===== src/rtl/rcosc_freq_monitor.sv =====
//-----------------------------------------------------------------------------
// rcosc_freq_monitor
//
// Frequency monitor for the 100 kHz RC oscillator. It enables the oscillator,
// synchronizes its clock into the clk domain, discards a few start-up edges,
// then counts clk cycles across WINDOW oscillator periods. Each result is
// compared against programmable limits and offered through a valid/ack
// handshake. An oscillator that stops toggling is reported as dead after
// TIMEOUT clk cycles without an edge.
//
// Ports:
//   clk         system clock
//   reset       asynchronous active-high reset
//   enable      monitor enable; low returns to IDLE and turns the oscillator off
//   osc_en      oscillator EN pin
//   osc_clk     oscillator clock, asynchronous to clk
//   lo_limit    minimum acceptable meas_count
//   hi_limit    maximum acceptable meas_count
//   meas_valid  result available
//   meas_ack    consumer accepts result (ignored while meas_valid is low)
//   meas_count  clk cycles spanning WINDOW oscillator periods (0 on dead)
//   fault_slow  meas_count > hi_limit
//   fault_fast  meas_count < lo_limit
//   fault_dead  no oscillator edge for TIMEOUT clk cycles
//   irq         (only with RCOSC_FREQ_MONITOR_IRQ_EN) a faulty result is
//               waiting for acknowledgement
//
// Optional feature macro: RCOSC_FREQ_MONITOR_IRQ_EN
//-----------------------------------------------------------------------------
`timescale 1ns/1ps

module rcosc_freq_monitor #(
   parameter int CNT_W        = 24,
   parameter int WINDOW       = 4,
   parameter int SETTLE_EDGES = 2,
   parameter int TIMEOUT      = 4096,
   parameter int SYNC_STAGES  = 2
) (
   input  logic             clk,
   input  logic             reset,
   input  logic             enable,
   output logic             osc_en,
   input  logic             osc_clk,
   input  logic [CNT_W-1:0] lo_limit,
   input  logic [CNT_W-1:0] hi_limit,
   output logic             meas_valid,
   input  logic             meas_ack,
   output logic [CNT_W-1:0] meas_count,
   output logic             fault_slow,
   output logic             fault_fast,
   output logic             fault_dead
`ifdef RCOSC_FREQ_MONITOR_IRQ_EN
   ,
   output logic             irq
`endif
);

   localparam int SET_W = (SETTLE_EDGES < 1) ? 1 : $clog2(SETTLE_EDGES + 1);
   localparam int PER_W = $clog2(WINDOW + 1);
   localparam int TO_W  = $clog2(TIMEOUT);

   typedef enum logic [2:0] {
      S_IDLE,
      S_SETTLE,
      S_ARM,
      S_MEASURE,
      S_REPORT
   } state_t;

   state_t                 state_q, state_d;
   logic [SYNC_STAGES-1:0] sync_q, sync_d;
   logic                   hist_q, hist_d;
   logic [SET_W-1:0]       settle_cnt_q, settle_cnt_d;
   logic [PER_W-1:0]       per_cnt_q, per_cnt_d;
   logic [CNT_W-1:0]       cyc_cnt_q, cyc_cnt_d;
   logic [TO_W-1:0]        to_cnt_q, to_cnt_d;
   logic                   osc_en_q, osc_en_d;
   logic                   valid_q, valid_d;
   logic [CNT_W-1:0]       meas_count_q, meas_count_d;
   logic                   fault_slow_q, fault_slow_d;
   logic                   fault_fast_q, fault_fast_d;
   logic                   fault_dead_q, fault_dead_d;
`ifdef RCOSC_FREQ_MONITOR_IRQ_EN
   logic                   irq_q, irq_d;
`endif

   logic             rise;
   logic             to_active;
   logic             timeout_hit;
   logic             go_dead;
   logic             capture;
   logic [SET_W-1:0] settle_inc;
   logic [PER_W-1:0] per_inc;

   always_comb begin
      // NOTE: every signal written here gets a default first, so no path can
      // leave one unassigned and infer a latch.
      state_d      = state_q;
      settle_cnt_d = settle_cnt_q;
      per_cnt_d    = per_cnt_q;
      cyc_cnt_d    = cyc_cnt_q;
      osc_en_d     = osc_en_q;
      valid_d      = valid_q;
      meas_count_d = meas_count_q;
      fault_slow_d = fault_slow_q;
      fault_fast_d = fault_fast_q;
      fault_dead_d = fault_dead_q;
      go_dead      = 1'b0;
      capture      = 1'b0;

      // Shift register synchronizer; the history flop follows the last stage
      // so a 0->1 step across them is one clean rising-edge pulse.
      sync_d = {sync_q[SYNC_STAGES-2:0], osc_clk};
      hist_d = sync_q[SYNC_STAGES-1];
      rise   = sync_q[SYNC_STAGES-1] & ~hist_q;

      settle_inc = settle_cnt_q + 1'b1;
      per_inc    = per_cnt_q + 1'b1;

      // Edge watchdog: a rise always wins over the terminal count.
      to_active   = (state_q == S_SETTLE) || (state_q == S_ARM) || (state_q == S_MEASURE);
      timeout_hit = to_active && !rise && (to_cnt_q == TO_W'(TIMEOUT - 1));
      to_cnt_d    = (!to_active || rise) ? '0 : to_cnt_q + 1'b1;

      unique case (state_q)
         S_IDLE: begin
            if (enable) begin
               state_d      = S_SETTLE;
               osc_en_d     = 1'b1;
               settle_cnt_d = '0;
            end
         end
         S_SETTLE: begin
            if (SETTLE_EDGES == 0) begin
               state_d = S_ARM;
            end else if (rise) begin
               settle_cnt_d = settle_inc;
               if (settle_inc == SET_W'(SETTLE_EDGES)) state_d = S_ARM;
            end else if (timeout_hit) begin
               go_dead = 1'b1;
            end
         end
         S_ARM: begin
            // The start edge itself counts as cycle 1 of the span.
            if (rise) begin
               state_d   = S_MEASURE;
               cyc_cnt_d = CNT_W'(1);
               per_cnt_d = '0;
            end else if (timeout_hit) begin
               go_dead = 1'b1;
            end
         end
         S_MEASURE: begin
            cyc_cnt_d = (cyc_cnt_q == {CNT_W{1'b1}}) ? cyc_cnt_q : cyc_cnt_q + 1'b1;
            if (rise) begin
               per_cnt_d = per_inc;
               if (per_inc == PER_W'(WINDOW)) capture = 1'b1;
            end else if (timeout_hit) begin
               go_dead = 1'b1;
            end
         end
         S_REPORT: begin
            // Oscillator edges are ignored here; only the handshake moves on.
            if (meas_ack && valid_q) begin
               valid_d = 1'b0;
               state_d = S_ARM;
            end
         end
         default: state_d = S_IDLE;
      endcase

      // Pre-increment count is the exact cycle distance between the edges.
      if (capture) begin
         state_d      = S_REPORT;
         valid_d      = 1'b1;
         meas_count_d = cyc_cnt_q;
         fault_slow_d = cyc_cnt_q > hi_limit;
         fault_fast_d = cyc_cnt_q < lo_limit;
         fault_dead_d = 1'b0;
      end

      if (go_dead) begin
         state_d      = S_REPORT;
         valid_d      = 1'b1;
         meas_count_d = '0;
         fault_slow_d = 1'b0;
         fault_fast_d = 1'b0;
         fault_dead_d = 1'b1;
      end

      // Disabling abandons any measurement but keeps the last held result.
      if (!enable) begin
         state_d  = S_IDLE;
         osc_en_d = 1'b0;
         valid_d  = 1'b0;
      end

`ifdef RCOSC_FREQ_MONITOR_IRQ_EN
      // Raised while a faulty result waits; dropped by the handshake or disable.
      irq_d = enable && valid_q && !meas_ack &&
              (fault_slow_q || fault_fast_q || fault_dead_q);
`endif
   end

   // NOTE: sequential state uses non-blocking assignments only, so every flop
   // samples the values computed in the same cycle regardless of order.
   always_ff @(posedge clk or posedge reset) begin
      if (reset) begin
         state_q      <= S_IDLE;
         sync_q       <= '0;
         hist_q       <= 1'b0;
         settle_cnt_q <= '0;
         per_cnt_q    <= '0;
         cyc_cnt_q    <= '0;
         to_cnt_q     <= '0;
         osc_en_q     <= 1'b0;
         valid_q      <= 1'b0;
         meas_count_q <= '0;
         fault_slow_q <= 1'b0;
         fault_fast_q <= 1'b0;
         fault_dead_q <= 1'b0;
`ifdef RCOSC_FREQ_MONITOR_IRQ_EN
         irq_q        <= 1'b0;
`endif
      end else begin
         state_q      <= state_d;
         sync_q       <= sync_d;
         hist_q       <= hist_d;
         settle_cnt_q <= settle_cnt_d;
         per_cnt_q    <= per_cnt_d;
         cyc_cnt_q    <= cyc_cnt_d;
         to_cnt_q     <= to_cnt_d;
         osc_en_q     <= osc_en_d;
         valid_q      <= valid_d;
         meas_count_q <= meas_count_d;
         fault_slow_q <= fault_slow_d;
         fault_fast_q <= fault_fast_d;
         fault_dead_q <= fault_dead_d;
`ifdef RCOSC_FREQ_MONITOR_IRQ_EN
         irq_q        <= irq_d;
`endif
      end
   end

   assign osc_en     = osc_en_q;
   assign meas_valid = valid_q;
   assign meas_count = meas_count_q;
   assign fault_slow = fault_slow_q;
   assign fault_fast = fault_fast_q;
   assign fault_dead = fault_dead_q;
`ifdef RCOSC_FREQ_MONITOR_IRQ_EN
   assign irq        = irq_q;
`endif

endmodule


===== config.mk =====
export PLATFORM = sky130hd
export DESIGN_NAME = rcosc_freq_monitor
export DESIGN_NICKNAME = d
export VERILOG_FILES = /design/src/rtl/rcosc_freq_monitor.sv
export SDC_FILE = /design/constraint.sdc
export NUM_CORES = 1
export LEC_CHECK = 0
export ABC_AREA = 1
export ABC_CLOCK_PERIOD_IN_PS = 2600
export CAP_MARGIN = 40
export CORE_UTILIZATION = 55
export DETAILED_ROUTE_END_ITERATION = 10
export GPL_ROUTABILITY_DRIVEN = 0
export GPL_TIMING_DRIVEN = 0
export PLACE_DENSITY = 0.82
export SYNTH_ARGS = -nofsm -noshare
export SYNTH_HDL_FRONTEND = slang
export SYNTH_SLANG_ARGS = --single-unit

===== constraint.sdc =====
create_clock -name clk -period 2.6 [get_ports clk]
set_input_delay 0.39 -clock clk [delete_from_list [all_inputs] [get_ports clk]]
set_output_delay 0.39 -clock clk [all_outputs]
set_load 0.02 [all_outputs]

Word level (Yosys, flattened, before mapping)

Cells that the tools add are included.

Divide/modulo/power cells: 0
Add/sub/neg operators: 4
Reduce and logical (&&, ||, !) cells: 18
Multiplexer cells: 39
Shift operators: 0
Bitwise operators: 2
$lt $le $gt $ge: 2
$mul: 0
Eq/ne operators: 21

Operator list:

| operator                                               | number |
|---|---|
| 2-to-1 mux 24 bit                                      | 4 |
| one-hot mux 24 bit (2 select lines)                    | 1 |
| 2-to-1 mux 3 bit                                       | 9 |
| adder 24 x 1 -> 24 bit (second input constant)         | 1 |
| equality test 24 bit (second input constant)           | 1 |
| > comparator 24 bit                                    | 1 |
| less-than comparator 24 bit                            | 1 |
| 2-to-1 mux 1 bit                                       | 19 |
| inequality test 5 bit (second input constant)          | 3 |
| one-hot mux 3 bit (5 select lines)                     | 1 |
| adder 12 x 1 -> 12 bit (second input constant)         | 1 |
| equality test 12 bit (second input constant)           | 1 |
| 2-to-1 mux 12 bit                                      | 1 |
| inequality test 2 bit (second input constant)          | 5 |
| AND reduction 3 bit                                    | 3 |
| inequality test 4 x 1 -> 1 bit (second input constant) | 2 |
| equality test 3 x 2 -> 1 bit (second input constant)   | 2 |
| equality test 3 bit (second input constant)            | 2 |
| one-hot mux 3 bit (2 select lines)                     | 1 |
| nonzero test 2 bit                                     | 3 |
| inequality test 5 x 4 -> 1 bit (second input constant) | 1 |
| AND reduction 5 bit                                    | 1 |
| 2-to-1 mux 2 bit                                       | 2 |
| inequality test 4 bit (second input constant)          | 1 |
| other kinds (14)                                       | 19 |

Output and inout bits: 29
Bits of input ports: 53
RAM bits: 0
Memories kept: 0
Logic and storage cells: 99
Bits in latches: 0
Flip-flop bits (word level): 76
ROM bits: 0

Logic depth before layout (Yosys ltp)

Word-level depth: 10
Gate-level depth with buffers: 12
Gate-level depth less buffers: 11

Worst setup path before layout

No wires, ideal clock.

Path kind: register to register
Start: reg cyc_cnt_q[0]
End: reg cyc_cnt_q[13]
Required time: 2.484 ns
Setup time: 0.116 ns
Path buffers: 1
Stages on the path, launching flop included: 10
Arrival time: 1.492 ns
Setup slack: 0.992 ns
Path through: dfrtp_1 ha_1 nand2_1 nor2_2 nand4_2 o21ai_4 inv_4 buf_6 nand2_1 nand2_1

Longest elaborated chain between the ends: 3
Elaborated cells between the ends (all ways): 6
Classes of those cells: 1 x add/sub; 2 x eq/ne; 2 x mux; 1 x reduce/logical

Ends and longest elaborated chain:

| element                                                                    | line | source |
|---|---|---|
| start, declared                                                            | 75   | `logic [CNT_W-1:0] cyc_cnt_q, cyc_cnt_d;` |
| start signal, assigned                                                     | 231  | `cyc_cnt_q <= cyc_cnt_d;` |
| adder 24 x 1 -> 24 bit or equality test 24 bit (tied branches)             | 154  | `cyc_cnt_d = (cyc_cnt_q == {CNT_W{1'b1}}) ? cyc_cnt_q : cyc_cnt_q + 1'b1;` |
| 2-to-1 mux 24 bit or inequality test 2 bit (tied branches)                 | -    |  |
| one-hot mux 24 bit (2 select lines) or AND reduction 3 bit (tied branches) | -    |  |

Several ways; a longest one is shown, not always the timed one. The select of a mux whose other input is x is not followed.
A chain may end at the register's enable or synchronous reset.

Final worst setup path

Start: reg cyc_cnt_q[1]
End: reg cyc_cnt_q[13]

The elaborated chain is that of the path after synthesis.

==> summary.md <==
The run finished with clean final reports. The run gives 0 as the max-capacitance violation count. In this run the deepest clock path goes through 2 buffers. The buffer count from post-CTS setup fixing came out at 0. In this run, the number of DRC markers left after iteration 0 of detailed routing was 407. The logs give 0.000474 V for the worst vdd rail ir drop and 36.7% for the sequential share of the synthesized area.

For the pin with the worst max-slew slack, the measured transition is 0.611 ns. In this run the worst hold path is classified as in2async. The net total in the final layout was 880; the instance area after placement was 0.00616 mm2. The run gives 480 MHz as the maximum frequency from static timing analysis.

The logs give 0 for the number of antenna violations at the first check in global routing and 59.0% for the tightest slew margin relative to the limit. The pre-antenna-repair detailed-routing pass consisted of 5 iterations. The logs give 35 for the number of placement rows and 0.00635 mm2 for the final design instance area without fill. For the count of placed standard cells including taps, the log shows 875. Relative to the synthesized area, the layout overhead comes to 22.5%. For this design the static power due to leakage is 3.13 nW.

The logs give 0 for the total count of max-transition violations in the final report and 0 for the number of buffers inserted by hold repair at cts. The startpoint class of the critical path was a flop. Clock-pin slew was measured on the worst setup and hold paths at 0.08 ns. The tools report the count of warnings emitted by yosys as 0.

Post-place setup slack: 0.385 ns. For this design, the slowest cell found on the critical path is sky130_fd_sc_hd__dfrtp_1. The later-pin clock latency in the skew report is 0.35 ns, and the vertical die dimension is 99.1 um. Once the floorplan was initialized, standard cells occupied 56.4% of the core. After Yosys synthesis, full adders, half adders and majority gates account for 12.6% of the synthesized area. The number of nets in the synthesized netlist is 787. The clock tree synthesis step divided the H-tree into 3 levels.

The number of flops mapped to enable cells by yosys works out to 0. Global routing used 28.5% of the available tracks. Among the stages of the critical path, the cell type that occurs most often is sky130_fd_sc_hd__nand2_1.

STA puts the critical path data required time at 2.84 ns. In the post-synthesis netlist, the biggest area contributors are sky130_fd_sc_hd__dfrtp_1, sky130_fd_sc_hd__nand2_1, sky130_fd_sc_hd__ha_1. The detail route stage leaves a number of antenna-violating nets equal to 0. Number of global-route vias before repair: 4872. Counting I/O delays and the setup requirement, the final critical path takes 2.09 ns. The total length of routed wires was 13200 um. For this block, the via count after detailed routing is 4934. Yosys mapped the design onto 37 distinct sky130hd cell types. For the cell count after synthesis, the log shows 682.

After synthesis, the largest family of logic cells by area is simple AND/OR/NAND/NOR gates. The run gives 3.00 mW as the total power after layout. Parity-gate share of the synthesized area counting xor and xnor cells: 2.20%.

The largest single stage delay on the critical path is 0.49 ns. The count of clock tree sinks was 76. The post-cts repair resize count was 0. The placed wire-length estimate came out at 10000 um.

The critical path goes through ha_1 > nand2_1 > nor2_2 > nand4_2 > o21ai_4 > inv_4 > buf_6 > nand2_1 > nand2_1. The worst register-to-register path begins at cyc_cnt_q[1]. Primary flip-flop cell chosen by synthesis mapping: sky130_fd_sc_hd__dfrtp_1. The area share of the largest cell type after synthesis is 36.7%, and the proportion of register bits with asynchronous set or reset after synthesis is 100%.

The synthesized netlist devotes 28.3% of its cell area to simple gates. The fill cell instance count of the final layout was 728. Of all cell types, the one taking the most synthesized area is sky130_fd_sc_hd__dfrtp_1. TritonCTS built the clock tree.

The horizontal extent of the die is 99.1 um. In this run, synthesis produced a sequential element count of 76. Global routing finished with a remaining overflow of 0. Setup violations remaining at the end of the flow were counted as 0. The repair_antennas step left the layout with diodes totalling 0. The logs give 59 for the maximum number of pins on one net before global-route repair and 0.00982 mm2 for the die area.

During I/O placement, the number of pins put on the boundary was 82. In this run the standard cell core region covers 0.00920 mm2. Setup repair after global routing left no endpoint under its margin.

On the final layout, the worst clock skew is 0.00989 ns. The final count of hold timing violations came out at 0. The setup path with the least slack is of type reg2reg. The non-filler instance count after layout came out at 890. Buffers inserted during clock tree synthesis total 9.

The compound-cell area share of the yosys netlist is 10.4%. STA classifies the critical path endpoint as a flop. For this run, design rule violations remaining after detail routing come to 0.

The root buffer cell was sky130_fd_sc_hd__clkbuf_8. In the final layout, the share of cells above drive strength 1 is 7.96%. The portion of synthesized area spent on multiplexers is 0%.

In this run the mean area of a mapped cell was 7.60 um2. The post-synthesis cell area is 0.00518 mm2, and the first-pass GRT wire length is 22100 um. The quantity of I/O buffers inserted on ports was 81; the data arrival at the endpoint of the critical path was 2.32 ns. Number of vias per cell: 5.54. The average wire per cell in the routed design is 14.8 um. The power density of the placed cells works out to 472 mW/mm2.

Launching instance or port of the critical path: cyc_cnt_q[1]. In the finished design, the share of the clock period the worst path needs comes to 80.2%. In this run the worst path has a maximum fanout of 10.

In the post-route analysis, the smallest setup slack over all paths is 0.515 ns.
==> placed cells by master (no fill, tap or decap), types with 4 or more instances in the layout <==
cell                              instances
sky130_fd_sc_hd__a21oi_1                 26
sky130_fd_sc_hd__inv_1                  101
sky130_fd_sc_hd__nand3_1                 37
sky130_fd_sc_hd__nor3_1                  18
sky130_fd_sc_hd__nand4_1                 12
sky130_fd_sc_hd__clkdlybuf4s50_1         81
sky130_fd_sc_hd__nor2_1                  56
sky130_fd_sc_hd__inv_2                    5
sky130_fd_sc_hd__nand3_4                  4
sky130_fd_sc_hd__nand2_1                182
sky130_fd_sc_hd__xor2_1                  11
sky130_fd_sc_hd__buf_6                    6
sky130_fd_sc_hd__clkbuf_8                 9
sky130_fd_sc_hd__o21ai_1                 33
sky130_fd_sc_hd__o21ai_2                  9
sky130_fd_sc_hd__ha_1                    52
sky130_fd_sc_hd__dfrtp_1                 76
sky130_fd_sc_hd__o21ai_0                 15
sky130_fd_sc_hd__nor2_2                   4
==> flip-flops by register name, indices dropped and copies added (netlist names), 2 cells and up <==
signal	flops
cyc_cnt_q	24
meas_count	24
to_cnt_q	12
per_cnt_q	3
state_q	3
settle_cnt_q	2
sync_q	2
==> cell usage after synthesis (all sizes together), types with 9 or more instances <==
cell type / instances
xor2: 11
dfrtp: 76
o21ai: 58
nor2: 63
nor3: 18
nand4: 13
nand2: 186
ha: 52
a21oi: 26
nand3: 43
buf: 9
inv: 109
==> layout make-up <==
type	instances	area [um2]	area share, %
inverter	110	422	6.64
timing repair buffer	82	838	13.2
sequential	76	1900	29.9
clock inverter	6	65.1	1.02
multi-input combinational	485	2770	43.6
clock buffer	9	124	1.95
buffer	11	90.1	1.42
tap	111	139	2.19
==> path summary, 6_finish.rpt <==
| path | endpoint | slack [ns] | depth (start not counted) |
|---|---|---|---|
| max in group asynchronous | meas_count[1] | 1.70 | 3 |
| setup / recovery | cyc_cnt_q[13] | 0.51 | 9 |
| hold reg to reg | sync_q[1] | 0.35 | 0 |
| setup reg to reg | cyc_cnt_q[13] | 0.51 | 9 |
| min in group clk | sync_q[1] | 0.35 | 0 |
| hold / removal | cyc_cnt_q[17] | 0.34 | 2 |
==> worst max-delay path: cells and delay by family, from the launching register on <==
kind / cells / cell delay, ns
fa+ha+maj: 1 / 0.39
compound gates: 1 / 0.15
simple gates: 5 / 0.71
buf+inv: 2 / 0.24
flops: 1 / 0.49
==> metal layers <==
layer | wire length (um) | track usage, % | up-vias
li1 | - | - | 2385
met1 | 5400 | 34.2 | 2272
met2 | 6370 | 49.5 | 234
met3 | 976 | 4.96 | 43
met4 | 429 | 14.4 | 0
met5 | 0 | 0 | -
==> per-stage QoR <==
stage | TNS (ns) | utilization (%) | hold WS [ns]
after floorplan | 0 | - | 0.331
after global placement | -68.50 | 66.7 | 0.333
after detailed placement | 0 | 67.0 | 0.335
after CTS | 0 | 69.1 | 0.343
after global routing | 0 | 69.1 | 0.358
final | 0 | 69.1 | 0.338
==> cell families (layout without fill, tap and decap cells) <==
family,count (synthesis),in the layout
flip-flops,76,76
buffers and inverters,121,218
AO/OA/AOI/OAI,94,94
XOR/XNOR,13,13
AND/OR/NAND/NOR,326,326
adder cells (fa/ha/maj),52,52
==> power by group <==
part / leakage, nW / switching [mW] / internal, mW / total (mW)
sequential: 1.03 / 0.0981 / 1.26 / 1.36
clock: 0.0955 / 0.450 / 0.440 / 0.890
combinational: 2.00 / 0.445 / 0.303 / 0.748
total: 3.13 / 0.994 / 2.00 / 3.00
Note: power is estimated with default switching activity, not from simulation.
